$ cat src/rtl/mem_arbiter.sv
// mem_arbiter: shares one byte-wide RAM port between instruction fetch (IF)
// and the MEM stage. Each granted request becomes N byte transfers that are
// assembled or split little-endian, then a single-cycle done pulse.
// Optional feature macro: MEM_ARB_RR_EN (round-robin on a tie); when it is
// undefined, MEM has fixed priority over IF.
module mem_arbiter #(
    parameter int ADDR_WIDTH = 32
) (
    input  logic                  clk,
    input  logic                  rst,
    input  logic                  rdy_in,
    input  logic                  flush_i,
    input  logic                  if_req_i,
    input  logic [ADDR_WIDTH-1:0] if_addr_i,
    output logic [31:0]           if_data_o,
    output logic                  if_done_o,
    input  logic                  mem_req_i,
    input  logic                  mem_we_i,
    input  logic [1:0]            mem_len_i,
    input  logic [ADDR_WIDTH-1:0] mem_addr_i,
    input  logic [31:0]           mem_wdata_i,
    output logic [31:0]           mem_rdata_o,
    output logic                  mem_done_o,
    output logic [ADDR_WIDTH-1:0] ram_a_o,
    output logic                  ram_wr_o,
    output logic [7:0]            ram_dout_o,
    input  logic [7:0]            ram_din_i,
    output logic                  busy_o
);

    typedef enum logic [1:0] {
        ST_IDLE = 2'd0,
        ST_XFER = 2'd1,
        ST_DONE = 2'd2
    } state_t;

    typedef enum logic {
        OWN_IF  = 1'b0,
        OWN_MEM = 1'b1
    } owner_t;

    state_t                r_state;
    state_t                w_next_state;
    owner_t                r_owner;
    logic [ADDR_WIDTH-1:0] r_base;
    logic [2:0]            r_len;    // byte count N: 1, 2 or 4
    logic [2:0]            r_cnt;    // XFER cycle index 0..N
    logic                  r_we;
    logic [31:0]           r_wdata;
    logic [31:0]           r_data;

    logic                  w_if_ok;
    logic                  w_grant_mem;
    logic                  w_grant_if;
    logic [2:0]            w_mem_len;
    logic [1:0]            w_cap_idx;
    logic                  w_issue;
    logic                  w_done;

`ifdef MEM_ARB_RR_EN
    owner_t                r_last;   // requester served by the most recent grant
`endif

    // Byte lane receiving ram_din_i: the data arriving now belongs to the
    // address presented one cycle earlier.
    assign w_cap_idx = r_cnt[1:0] - 2'd1;

    // Arbitration: a flush in IDLE removes the IF request for that cycle.
    always_comb begin
        // NOTE: every always_comb output gets a default first, so no path can
        // leave it unassigned and infer a latch.
        w_if_ok     = if_req_i & ~flush_i;
        w_grant_mem = mem_req_i;
        w_grant_if  = w_if_ok & ~mem_req_i;
`ifdef MEM_ARB_RR_EN
        if (mem_req_i && w_if_ok) begin
            w_grant_mem = (r_last == OWN_IF);
            w_grant_if  = (r_last == OWN_MEM);
        end
`endif
    end

    // Decode the MEM transfer length into a byte count.
    always_comb begin
        case (mem_len_i)
            2'b00:   w_mem_len = 3'd1;
            2'b01:   w_mem_len = 3'd2;
            default: w_mem_len = 3'd4;
        endcase
    end

    // Next-state logic; a flush only aborts transfers owned by IF.
    always_comb begin
        w_next_state = r_state;
        case (r_state)
            ST_IDLE: begin
                if (w_grant_mem || w_grant_if) begin
                    w_next_state = ST_XFER;
                end
            end
            ST_XFER: begin
                if (flush_i && (r_owner == OWN_IF)) begin
                    w_next_state = ST_IDLE;
                end else if (r_cnt == r_len) begin
                    w_next_state = ST_DONE;
                end
            end
            ST_DONE: w_next_state = ST_IDLE;
            default: w_next_state = ST_IDLE;
        endcase
    end

    // State register and transfer datapath; everything holds while rdy_in is low.
    always_ff @(posedge clk or posedge rst) begin
        // NOTE: sequential state uses non-blocking assignments so every
        // register samples the pre-edge values of its inputs.
        if (rst) begin
            r_state <= ST_IDLE;
            r_owner <= OWN_IF;
            r_base  <= '0;
            r_len   <= 3'd0;
            r_cnt   <= 3'd0;
            r_we    <= 1'b0;
            r_wdata <= '0;
            r_data  <= '0;
        end else if (rdy_in) begin
            r_state <= w_next_state;
            case (r_state)
                ST_IDLE: begin
                    r_cnt  <= 3'd0;
                    r_data <= '0;
                    if (w_grant_mem) begin
                        r_owner <= OWN_MEM;
                        r_base  <= mem_addr_i;
                        r_len   <= w_mem_len;
                        r_we    <= mem_we_i;
                        r_wdata <= mem_wdata_i;
                    end else if (w_grant_if) begin
                        r_owner <= OWN_IF;
                        r_base  <= if_addr_i;
                        r_len   <= 3'd4;
                        r_we    <= 1'b0;
                        r_wdata <= '0;
                    end
                end
                ST_XFER: begin
                    r_cnt <= r_cnt + 3'd1;
                    if (!r_we && (r_cnt != 3'd0)) begin
                        r_data[{w_cap_idx, 3'b000} +: 8] <= ram_din_i;
                    end
                end
                default: ;
            endcase
        end
    end

`ifdef MEM_ARB_RR_EN
    // Remember who was granted last so the next tie goes to the other side.
    always_ff @(posedge clk or posedge rst) begin
        if (rst) begin
            r_last <= OWN_IF;
        end else if (rdy_in && (r_state == ST_IDLE)) begin
            if (w_grant_mem) begin
                r_last <= OWN_MEM;
            end else if (w_grant_if) begin
                r_last <= OWN_IF;
            end
        end
    end
`endif

    // RAM port and requester outputs, all decoded from registered state.
    always_comb begin
        w_issue     = (r_state == ST_XFER) && (r_cnt < r_len);
        w_done      = (r_state == ST_DONE) && rdy_in;
        ram_a_o     = '0;
        ram_dout_o  = 8'h00;
        if (w_issue) begin
            ram_a_o = r_base + ADDR_WIDTH'(r_cnt);
        end
        if (w_issue && r_we) begin
            ram_dout_o = r_wdata[{r_cnt[1:0], 3'b000} +: 8];
        end
        ram_wr_o    = w_issue & r_we & rdy_in;
        if_done_o   = w_done && (r_owner == OWN_IF) && !flush_i;
        mem_done_o  = w_done && (r_owner == OWN_MEM);
        if_data_o   = ((r_state == ST_DONE) && (r_owner == OWN_IF))  ? r_data : 32'h0;
        mem_rdata_o = ((r_state == ST_DONE) && (r_owner == OWN_MEM)) ? r_data : 32'h0;
        busy_o      = (r_state != ST_IDLE);
    end

endmodule

$ cat config.mk
export PLATFORM = sky130hd
export DESIGN_NAME = mem_arbiter
export DESIGN_NICKNAME = d
export VERILOG_FILES = /design/src/rtl/mem_arbiter.sv
export SDC_FILE = /design/constraint.sdc
export NUM_CORES = 1
export LEC_CHECK = 0
export CORE_MARGIN = 10
export CORE_UTILIZATION = 51
export CTS_BUF_LIST = sky130_fd_sc_hd__clkbuf_8
export CTS_CLUSTER_SIZE = 20
export DETAILED_ROUTE_END_ITERATION = 8
export PLACE_DENSITY = 0.95
export SLEW_MARGIN = 5
export SYNTH_ARGS = -nofsm -noshare
export SYNTH_HDL_FRONTEND = slang
export SYNTH_SLANG_ARGS = --single-unit
export TNS_END_PERCENT = 30
$ cat constraint.sdc
create_clock -name clk -period 7 [get_ports clk]
set_input_delay 1.4 -clock clk [delete_from_list [all_inputs] [get_ports clk]]
set_output_delay 1.4 -clock clk [all_outputs]
set_load 0.03 [all_outputs]
==> flow_metrics.py, run 1 <==
metrics = {
    "power": {
        "switching_share_pct": 44.3,
        "peakVddDrop_v": 0.000187,
        "p_clk_share_pct": 12.9,
        "p_leak_nw": 3.61,
        "power.switching_mw": 1.22,
        "p_seq_share_pct": 40.3,
        "p_int_mw": 1.54,
        "power_per_cell_area_nw_per_um2": 319,
        "combPwrFrac_pct": 46.8,
    },
    "grt": {
        "grt_pass1_vias": 5941,
        "track_usage_pct": 22.5,
        "grt_pass1_wl_um": 30600,
        "grt_max_degree": 75,
        "antenna_found_initial": 0,
        "grt.overflow.total": 0,
    },
    "clock_tree": {
        "cts_tree": "done",
        "post-cts-setup-buffer-count": 0,
        "cts_made_buffers": 9,
        "clock-root-buffer": "clkbuf_8",
        "cts.clk_slew.worst_paths_ps": 90,
        "cts_buffer_depth": 2,
        "htree_levels": 3,
        "post_cts_resized": 0,
        "cts_num_sinks": 106,
        "postCtsHoldBufs": 0,
        "clk_latency_ps": 370,
    },
    "final_layout": {
        "insertedDiodeCount": 0,
        "multi_input_area_um2": 3330,
        "drive_above_1_share_pct": 7.02,
        "seq_area_um2": 2650,
        "final_cell_mix": "clkdlybuf4s50_1, dfrtp_1, and2_1, nand2_1, a22o_1",
        "fillers": 851,
        "layout_commonest_cell": "clkdlybuf4s50_1",
        "nets": 946,
        "syn2layout_area_growth_pct": 39.3,
    },
    "timing": {
        "hold_slack_ps": 506,
        "fin_setup_tns_ps": 0,
        "finalCriticalPeriod_ps": 5640,
        "fin_ws_ps": 1360,
        "rsz0062_at_grt": "false",
        "worst_pin_slew_ps": 1150,
        "slew_headroom_pct": 23.3,
        "finalHoldViolCount": 0,
        "setup_viol": 0,
        "finalCritPeriodShare_pct": 80.6,
        "finClkSkew_ps": 17.9,
        "slew_viol_final": 0,
        "max_freq_mhz": 177,
    },
    "route": {
        "dr_total_vias": 5828,
        "drc": 0,
        "ant_nets": 0,
        "routed_via_density": 5.99,
        "drtIter0Drc": 624,
        "wl_um": 19500,
        "routedWlPerCell_um": 20.1,
        "dr.pass1.iters": 5,
    },
    "critical_path": {
        "setup.worst_path.class": "reg -> out",
        "arrival_ps": 4240,
        "endpoint_kind": "output pin",
        "cp.required_ps": 5600,
        "worst_setup_path_start_kind": "flop",
        "crit_fanout": 16,
    },
    "logic_synthesis": {
        "yosysSeqAreaShare_pct": 42.8,
        "ys_async_sr_fraction_pct": 100,
        "ys.flop_type": "dfrtp_1",
        "syn_nets": 754,
        "syn-mean-instance-area_um2": 9.86,
        "synth_edf_count": 0,
        "synthCells": 629,
        "yosys_warnings": 0,
        "synth_seq_cells": 106,
        "yosysUniqueCellTypes": 52,
        "synth_area_um2": 6200,
    },
    "run": {
        "cap_viol_max_count": 0,
    },
    "floorplan": {
        "rows": 40,
        "initial_core_util_pct": 51.9,
        "io_pins": 221,
        "dieArea_um2": 17000,
        "die_w_um": 130,
        "die_h_um": 130,
        "core_region_area_um2": 12000,
    },
    "placement": {
        "numPortBuffers": 220,
        "routabilityCongestion": 0.890,
        "pre_cts_slack_ps": 1770,
        "hpwl_um": 15300,
    },
    "worst_hold_path": {
        "hold_path_class": "reg -> reg",
    },
    "outcome": {
        "status": "complete, no violations",
    },
}
-- power groups by stage --
stage / clock [mW] / combinational [mW] / sequential, mW
2_1_floorplan: 0 / 0.924 / 0.990
3_3_place_gp: 0 / 1.23 / 1.09
3_5_place_dp: 0 / 1.29 / 1.11
4_1_cts: 0.361 / 1.30 / 1.10
5_1_grt: 0.388 / 1.41 / 1.15
6_report: 0.357 / 1.29 / 1.11
-- final timing paths --
path / start / endpoint / slack [ps] / cells past startpoint
min reg2reg: r_base[0] / r_base[0] / 510 / 2
min: r_base[0] / r_base[0] / 510 / 2
max in group asynchronous: rst / r_base[28] / 4370 / 3
max: r_cnt[0] / ram_a_o[16] / 1360 / 8
max reg2reg: r_cnt[0] / r_data[26] / 4110 / 6
min in group asynchronous: rst / r_data[22] / 1360 / 2
-- cell families (layout without fill, tap and decap cells) --
kind of cell | after synthesis | in the layout | share of synthesized area, %
muxes | 41 | 41 | 8.23
adders and majority gates | 12 | 12 | 2.54
AOI/OAI and AO/OA | 166 | 166 | 19.5
xor gates and xnor gates | 7 | 7 | 0.988
DFF | 106 | 106 | 42.8
and+or+nand+nor | 237 | 237 | 22.1
buffers and inverters | 60 | 257 | 3.87
-- through the flow --
step                instances  instance area (um^2)  utilization [%]  power, mW
floorplan                 629                  6200                -       1.91
global placement          957                  8460             70.7       2.32
detailed placement        957                  8460             70.7       2.40
CTS                       973                  8640             72.3       2.76
global route              973                  8640             72.3       2.95
finish                    973                  8640             72.3       2.76
-- critical path, stage by stage, from the launching register on --
cell             delay (ps)
dfrtp_1                 880
ha_1                    350
inv_1                    70
fa_1                    380
nor2b_1                 530
o211ai_1                300
or4_1                   470
a21oi_1                 180
clkdlybuf4s50_1         720
-- layout make-up --
type                       count  area share, %
clock buffer                   9           1.43
sequential                   106           30.7
multi-input combinational    463           38.5
tap                          147           2.13
timing repair buffer         224           25.8
clock inverter                 7          0.709
inverter                      17          0.767
-- cell usage after synthesis, types with 2 or more instances --
| library cell | instances | share of area (%) |
|---|---|---|
| a21bo_2 | 16 | 2.6 |
| a21oi_1 | 23 | 1.9 |
| a22o_1 | 50 | 7.1 |
| and2_1 | 68 | 6.9 |
| and3_1 | 5 | 0.50 |
| buf_1 | 4 | 0.24 |
| buf_2 | 5 | 0.40 |
| clkbuf_1 | 32 | 1.9 |
| dfrtp_1 | 106 | 43 |
| ha_1 | 11 | 2.2 |
| inv_1 | 17 | 1.0 |
| mux2i_1 | 33 | 5.3 |
| mux4_2 | 8 | 2.9 |
| nand2_1 | 56 | 3.4 |
| nand2b_1 | 2 | 0.20 |
| nand3_1 | 12 | 0.97 |
| nand4_1 | 23 | 2.3 |
| nand4bb_1 | 2 | 0.36 |
| nor2_1 | 13 | 0.79 |
| nor2b_1 | 15 | 1.5 |
| nor3_1 | 5 | 0.40 |
| nor3b_1 | 3 | 0.36 |
| nor4_1 | 4 | 0.40 |
| o211ai_1 | 4 | 0.48 |
| o21ai_0 | 42 | 3.4 |
| o31ai_1 | 18 | 2.2 |
| o31ai_2 | 2 | 0.40 |
| o41ai_1 | 4 | 0.56 |
| or2_2 | 3 | 0.30 |
| or3_1 | 3 | 0.30 |
| or4_1 | 13 | 1.6 |
| or4b_1 | 2 | 0.32 |
| xor2_1 | 6 | 0.85 |
-- layer usage --
layer | vias to the layer above | part of all wire [%] | global-route usage, %
met3 | 55 | 9.2 | 6.17
met5 | - | 0 | 0
li1 | 2688 | - | -
met2 | 311 | 49 | 38.6
met1 | 2774 | 38 | 26.1
met4 | 0 | 3.2 | 8.86
-- registers in the layout, indices dropped and copies added (netlist names) --
signal	cells
r_owner	1
r_cnt	3
r_data	32
r_we	1
r_len	3
r_state	2
r_base	32
r_wdata	32
Note: power is estimated with default switching activity, not from simulation.
==> run 2, diff against run 1 <==
CORE_UTILIZATION = 42   (was 51)
PLACE_DENSITY = 0.87   (was 0.95)
clock period = 4.5 ns   (was 7 ns; I/O delays follow)
==> flow_metrics.py, run 2 (synthesis results as in run 1) <==
metrics = {
    "critical_path": {
        "crit_end": "ram_a_o[15]",
        "rrSetupSlack_ps": 2150,
        "r2r_cells": 4,
        "endpoint_kind": "output pin",
        "setup.worst_path.start": "r_cnt[2]",
        "crit_fanout": 13,
        "setup.worst_path.class": "reg -> out",
        "worst_setup_path_start_kind": "flop",
        "cp.required_ps": 3600,
        "arrival_ps": 3340,
        "r2r-start": "r_state[0]",
        "r2r_end": "r_wdata[11]",
    },
    "route": {
        "ant_nets": 0,
        "dr_total_vias": 5631,
        "drtIter0Drc": 360,
        "m1WireLength_um": 7960,
        "route.met3.wl_um": 1440,
        "dr.pass1.iters": 5,
        "routed_via_density": 5.54,
        "wl_um": 18700,
        "top_layer": "met4",
        "drc": 0,
        "wl_met2_um": 8900,
        "routedWlPerCell_um": 18.4,
    },
    "power": {
        "power_per_cell_area_nw_per_um2": 502,
        "peakVddDrop_v": 0.000306,
        "p_leak_nw": 3.69,
    },
    "grt": {
        "grt_pass1_wl_um": 29800,
        "grt_max_degree": 85,
        "grt_pass1_vias": 5524,
        "antenna_found_initial": 0,
        "track_usage_pct": 18.2,
        "grt.overflow.total": 0,
    },
    "final_layout": {
        "syn2layout_area_growth_pct": 41.7,
        "final_cell_mix": "clkdlybuf4s50_1, dfrtp_1, and2_1, nand2_1, a22o_1",
        "reg_top3": "r_base (32), r_data (32), r_wdata (32)",
        "drive_above_1_share_pct": 9.50,
        "fillers": 1241,
        "nets": 952,
        "layout_commonest_cell": "clkdlybuf4s50_1",
        "insertedDiodeCount": 0,
    },
    "timing": {
        "setup_viol": 0,
        "finalCriticalPeriod_ps": 4240,
        "finalCritPeriodShare_pct": 94.3,
        "max_freq_mhz": 236,
        "slew_viol_final": 0,
        "fin_setup_tns_ps": 0,
        "rsz0062_at_grt": "false",
        "hold_slack_ps": 507,
        "slew_headroom_pct": 32.8,
        "finalHoldViolCount": 0,
        "worst_pin_slew_ps": 1010,
        "finClkSkew_ps": 16.7,
    },
    "placement": {
        "routabilityCongestion": 0.857,
        "numPortBuffers": 220,
        "hpwl_um": 14500,
    },
    "floorplan": {
        "core_region_area_um2": 14500,
        "rows": 44,
        "io_pins": 221,
        "dieArea_um2": 20000,
        "die_w_um": 142,
        "die_h_um": 142,
        "initial_core_util_pct": 42.9,
    },
    "clock_tree": {
        "postCtsHoldBufs": 0,
        "clk_latency_ps": 390,
        "clock-root-buffer": "clkbuf_8",
        "cts.clk_slew.worst_paths_ps": 110,
        "cts_made_buffers": 9,
        "htree_levels": 3,
        "cts_num_sinks": 106,
        "post-cts-setup-buffer-count": 0,
        "post_cts_resized": 0,
        "cts_tree": "done",
        "cts_buffer_depth": 2,
    },
    "outcome": {
        "status": "complete, no violations",
    },
    "worst_hold_path": {
        "holdPathStages": 1,
        "hold_path_class": "reg -> reg",
    },
    "run": {
        "cap_viol_max_count": 0,
    },
}
## run 2: changes by cell type in the layout (fill, tap and decap cells not counted), sizes merged
cell           change
bufinv             +2
clkdlybuf4s50     -15
buf               +21
clkinvlp           +2
clkinv             -2
inv                -2
## run 2: worst max-delay path, stage by stage (launching register included)
cell and delay (ps):
dfrtp_1 440, ha_1 440, o211a_1 250, nand3_1 360
or4_1 600, a21oi_1 170, clkdlybuf4s50_1 700
## run 2: metrics by stage
step                      total power, mW  setup slack [ps]  cells  instance area, um^2  util (%)
after floorplan                      2.98               811    629                 6200         -
after global placement               3.72               754   1000                 8570      59.2
after detailed placement             3.77               708   1000                 8570      59.2
after CTS                            4.43               256   1016                 8790      60.7
after global routing                 4.71              77.3   1016                 8790      60.7
final                                4.41               256   1016                 8790      60.7
## run 2: final cells by class
cell class                      instances  area, um^2  area share [%]
Multi-Input combinational cell        463        3330            37.9
Sequential cell                       106        2650            30.2
Timing Repair Buffer                  230        2300            26.1
Tap cell                              184         230            2.62
Clock buffer                            9         124            1.41
Clock inverter                          7        92.6            1.05
Inverter                               17        66.3           0.754
## run 2: layer usage
layer	vias up	GRT usage (%)
met2	220	29.3
met1	2675	23.0
met5	-	0
li1	2712	-
met3	24	4.71
met4	0	6.99
## run 2: worst min path at each step
stage / start / to / slack, ps
floorplan: r_len[0] / r_len[0] / 460
global placement: r_len[0] / r_len[0] / 480
detailed placement: r_data[11] / r_data[11] / 490
CTS: r_data[11] / r_data[11] / 510
global route: r_wdata[26] / r_wdata[26] / 530
finish: r_data[11] / r_data[11] / 510
## run 2: where the power goes
group / switching (mW) / internal (mW)
sequential: 0.367 / 1.30
clock: 0.336 / 0.312
combinational: 1.18 / 0.922
total: 1.88 / 2.53
==> run 3, diff against run 2 <==
--- a/config.mk
+++ b/config.mk
@@ -6,6 +6,8 @@
 export NUM_CORES = 1
 export LEC_CHECK = 0
+export CELL_PAD_IN_SITES_DETAIL_PLACEMENT = 1
+export CELL_PAD_IN_SITES_GLOBAL_PLACEMENT = 2
 export CORE_MARGIN = 10
-export CORE_UTILIZATION = 42
+export CORE_UTILIZATION = 25
 export CTS_BUF_LIST = sky130_fd_sc_hd__clkbuf_8
 export CTS_CLUSTER_SIZE = 20
==> constraint.sdc (replaced) <==
create_clock -name clk -period 4.5 [get_ports clk]
set_input_delay 0.45 -clock clk [delete_from_list [all_inputs] [get_ports clk]]
set_output_delay 0.45 -clock clk [all_outputs]
set_load 0.03 [all_outputs]
==> flow_metrics.py, run 3 (synthesis results as in run 1) <==
metrics = {
    "critical_path": {
        "crit_fanout": 14,
        "arrival_ps": 3710,
        "setup.worst_path.class": "reg -> out",
        "cp.required_ps": 4050,
        "worst_setup_path_start_kind": "flop",
        "endpoint_kind": "output pin",
        "crit_slowest_cell": "clkdlybuf4s50_1",
        "max_stage_delay_ps": 700,
        "r2r-start": "r_cnt[0]",
        "path_cells": "buf_4 -> inv_1 -> fa_1 -> nor2b_1 -> o21ai_1 -> or4_1 -> a21oi_1 -> clkdlybuf4s50_1",
        "setup.worst_path.start": "r_cnt[1]",
    },
    "clock_tree": {
        "htree_levels": 3,
        "cts_buffer_depth": 2,
        "post-cts-setup-buffer-count": 0,
        "clk_latency_ps": 380,
        "clock-root-buffer": "clkbuf_8",
        "post_cts_resized": 0,
        "cts.clk_slew.worst_paths_ps": 110,
        "cts_tree": "done",
        "postCtsHoldBufs": 0,
        "cts_made_buffers": 9,
        "cts_num_sinks": 106,
    },
    "final_layout": {
        "layout_commonest_cell": "clkdlybuf4s50_1",
        "final_cell_area_um2": 8990,
        "postLayoutCoreUtil_pct": 36.9,
        "drive_above_1_share_pct": 8.65,
        "nets": 952,
        "fillers": 2780,
        "reg_top3": "r_base (32), r_data (32), r_wdata (32)",
        "final_cell_mix": "clkdlybuf4s50_1, dfrtp_1, and2_1, nand2_1, a22o_1",
        "syn2layout_area_growth_pct": 44.9,
    },
    "floorplan": {
        "initial_core_util_pct": 25.4,
        "io_pins": 221,
        "die_h_um": 178,
        "die_w_um": 178,
        "core_region_area_um2": 24400,
        "rows": 57,
        "dieArea_um2": 31500,
    },
    "route": {
        "route.met3.wl_um": 1310,
        "dr.pass1.iters": 4,
        "top_layer": "met5",
        "drtIter0Drc": 250,
        "drc": 0,
        "dr_total_vias": 5567,
        "wl_um": 22100,
        "ant_nets": 0,
        "routedWlPerCell_um": 19.1,
        "wl_met2_um": 10300,
        "routed_via_density": 4.81,
        "m1WireLength_um": 10200,
    },
    "timing": {
        "finClkSkew_ps": 16.4,
        "finalCriticalPeriod_ps": 4160,
        "finalCritPeriodShare_pct": 92.4,
        "worst_pin_slew_ps": 1170,
        "setup_viol": 0,
        "finalHoldViolCount": 0,
        "slew_headroom_pct": 21.6,
        "fin_ws_ps": 340,
        "fin_setup_tns_ps": 0,
        "max_freq_mhz": 240,
        "rsz0062_at_grt": "false",
        "slew_viol_final": 0,
    },
    "placement": {
        "placed_area_um2": 8780,
        "pre_cts_slack_ps": 724,
        "hpwl_um": 17400,
        "routabilityCongestion": 0.809,
        "numPortBuffers": 220,
    },
    "power": {
        "combPwrFrac_pct": 48.1,
        "switching_share_pct": 43.8,
        "p_seq_share_pct": 37.4,
        "peakVddDrop_v": 0.000176,
        "power.switching_mw": 1.96,
        "p_clk_share_pct": 14.5,
        "p_leak_nw": 3.68,
        "power_per_cell_area_nw_per_um2": 498,
        "p_int_mw": 2.51,
    },
    "grt": {
        "grt_pass1_wl_um": 34100,
        "grt_pass1_vias": 5788,
        "grt.overflow.total": 0,
        "track_usage_pct": 13.7,
        "grt_max_degree": 56,
        "antenna_found_initial": 2,
    },
    "run": {
        "cap_viol_max_count": 0,
    },
    "outcome": {
        "status": "complete, no violations",
    },
    "worst_hold_path": {
        "hold_path_class": "in -> async",
    },
}
[run 3: routing by layer]
metal / GRT usage, % / vias to the layer above
met5: 0 / -
met2: 22.6 / 146
met1: 17.6 / 2704
met4: 3.54 / 2
li1: - / 2701
met3: 3.06 / 14
[run 3: stage by stage]
stage	power (mW)	cells	hold WS (ps)
5_1_grt	4.83	1156	462
3_5_place_dp	3.88	1140	493
6_report	4.48	1157	440
3_3_place_gp	3.82	1140	477
4_1_cts	4.55	1156	442
2_1_floorplan	2.98	629	455
[run 3: power groups by stage]
stage,sequential [mW],clock [mW],combinational (mW)
2_1_floorplan,1.54,0,1.44
3_3_place_gp,1.67,0,2.15
3_5_place_dp,1.69,0,2.20
4_1_cts,1.67,0.682,2.20
5_1_grt,1.74,0.719,2.37
6_report,1.67,0.650,2.15
[run 3: cell type report]
| class | count | area (um^2) | share of cell area, % |
|---|---|---|---|
| Clock inverter | 6 | 71.3 | 0.793 |
| Tap cell | 324 | 405 | 4.51 |
| Clock buffer | 10 | 138 | 1.53 |
| Sequential cell | 106 | 2650 | 29.5 |
| Timing Repair Buffer | 230 | 2330 | 25.9 |
| Antenna cell | 1 | 2.50 | 0.0278 |
| Multi-Input combinational cell | 463 | 3330 | 37.0 |
| Inverter | 17 | 66.3 | 0.737 |
[run 3: worst paths after layout]
path	to	slack (ps)	depth (start not counted)
worst max-delay path	ram_a_o[20]	340	8
worst min-delay path	r_base[3]	440	2
worst max register to register	r_data[27]	1980	7
worst min register to register	r_wdata[1]	510	1
max in group asynchronous	r_wdata[1]	3140	3
min in group clk	r_wdata[1]	510	1
[run 3: worst max-delay path: cells and delay by family, from the launching register on]
family          cells  cell delay [ps]
simple gates        2             1080
fa+ha+maj           1              430
buf+inv             3             1070
flops               1              350
compound gates      2              410
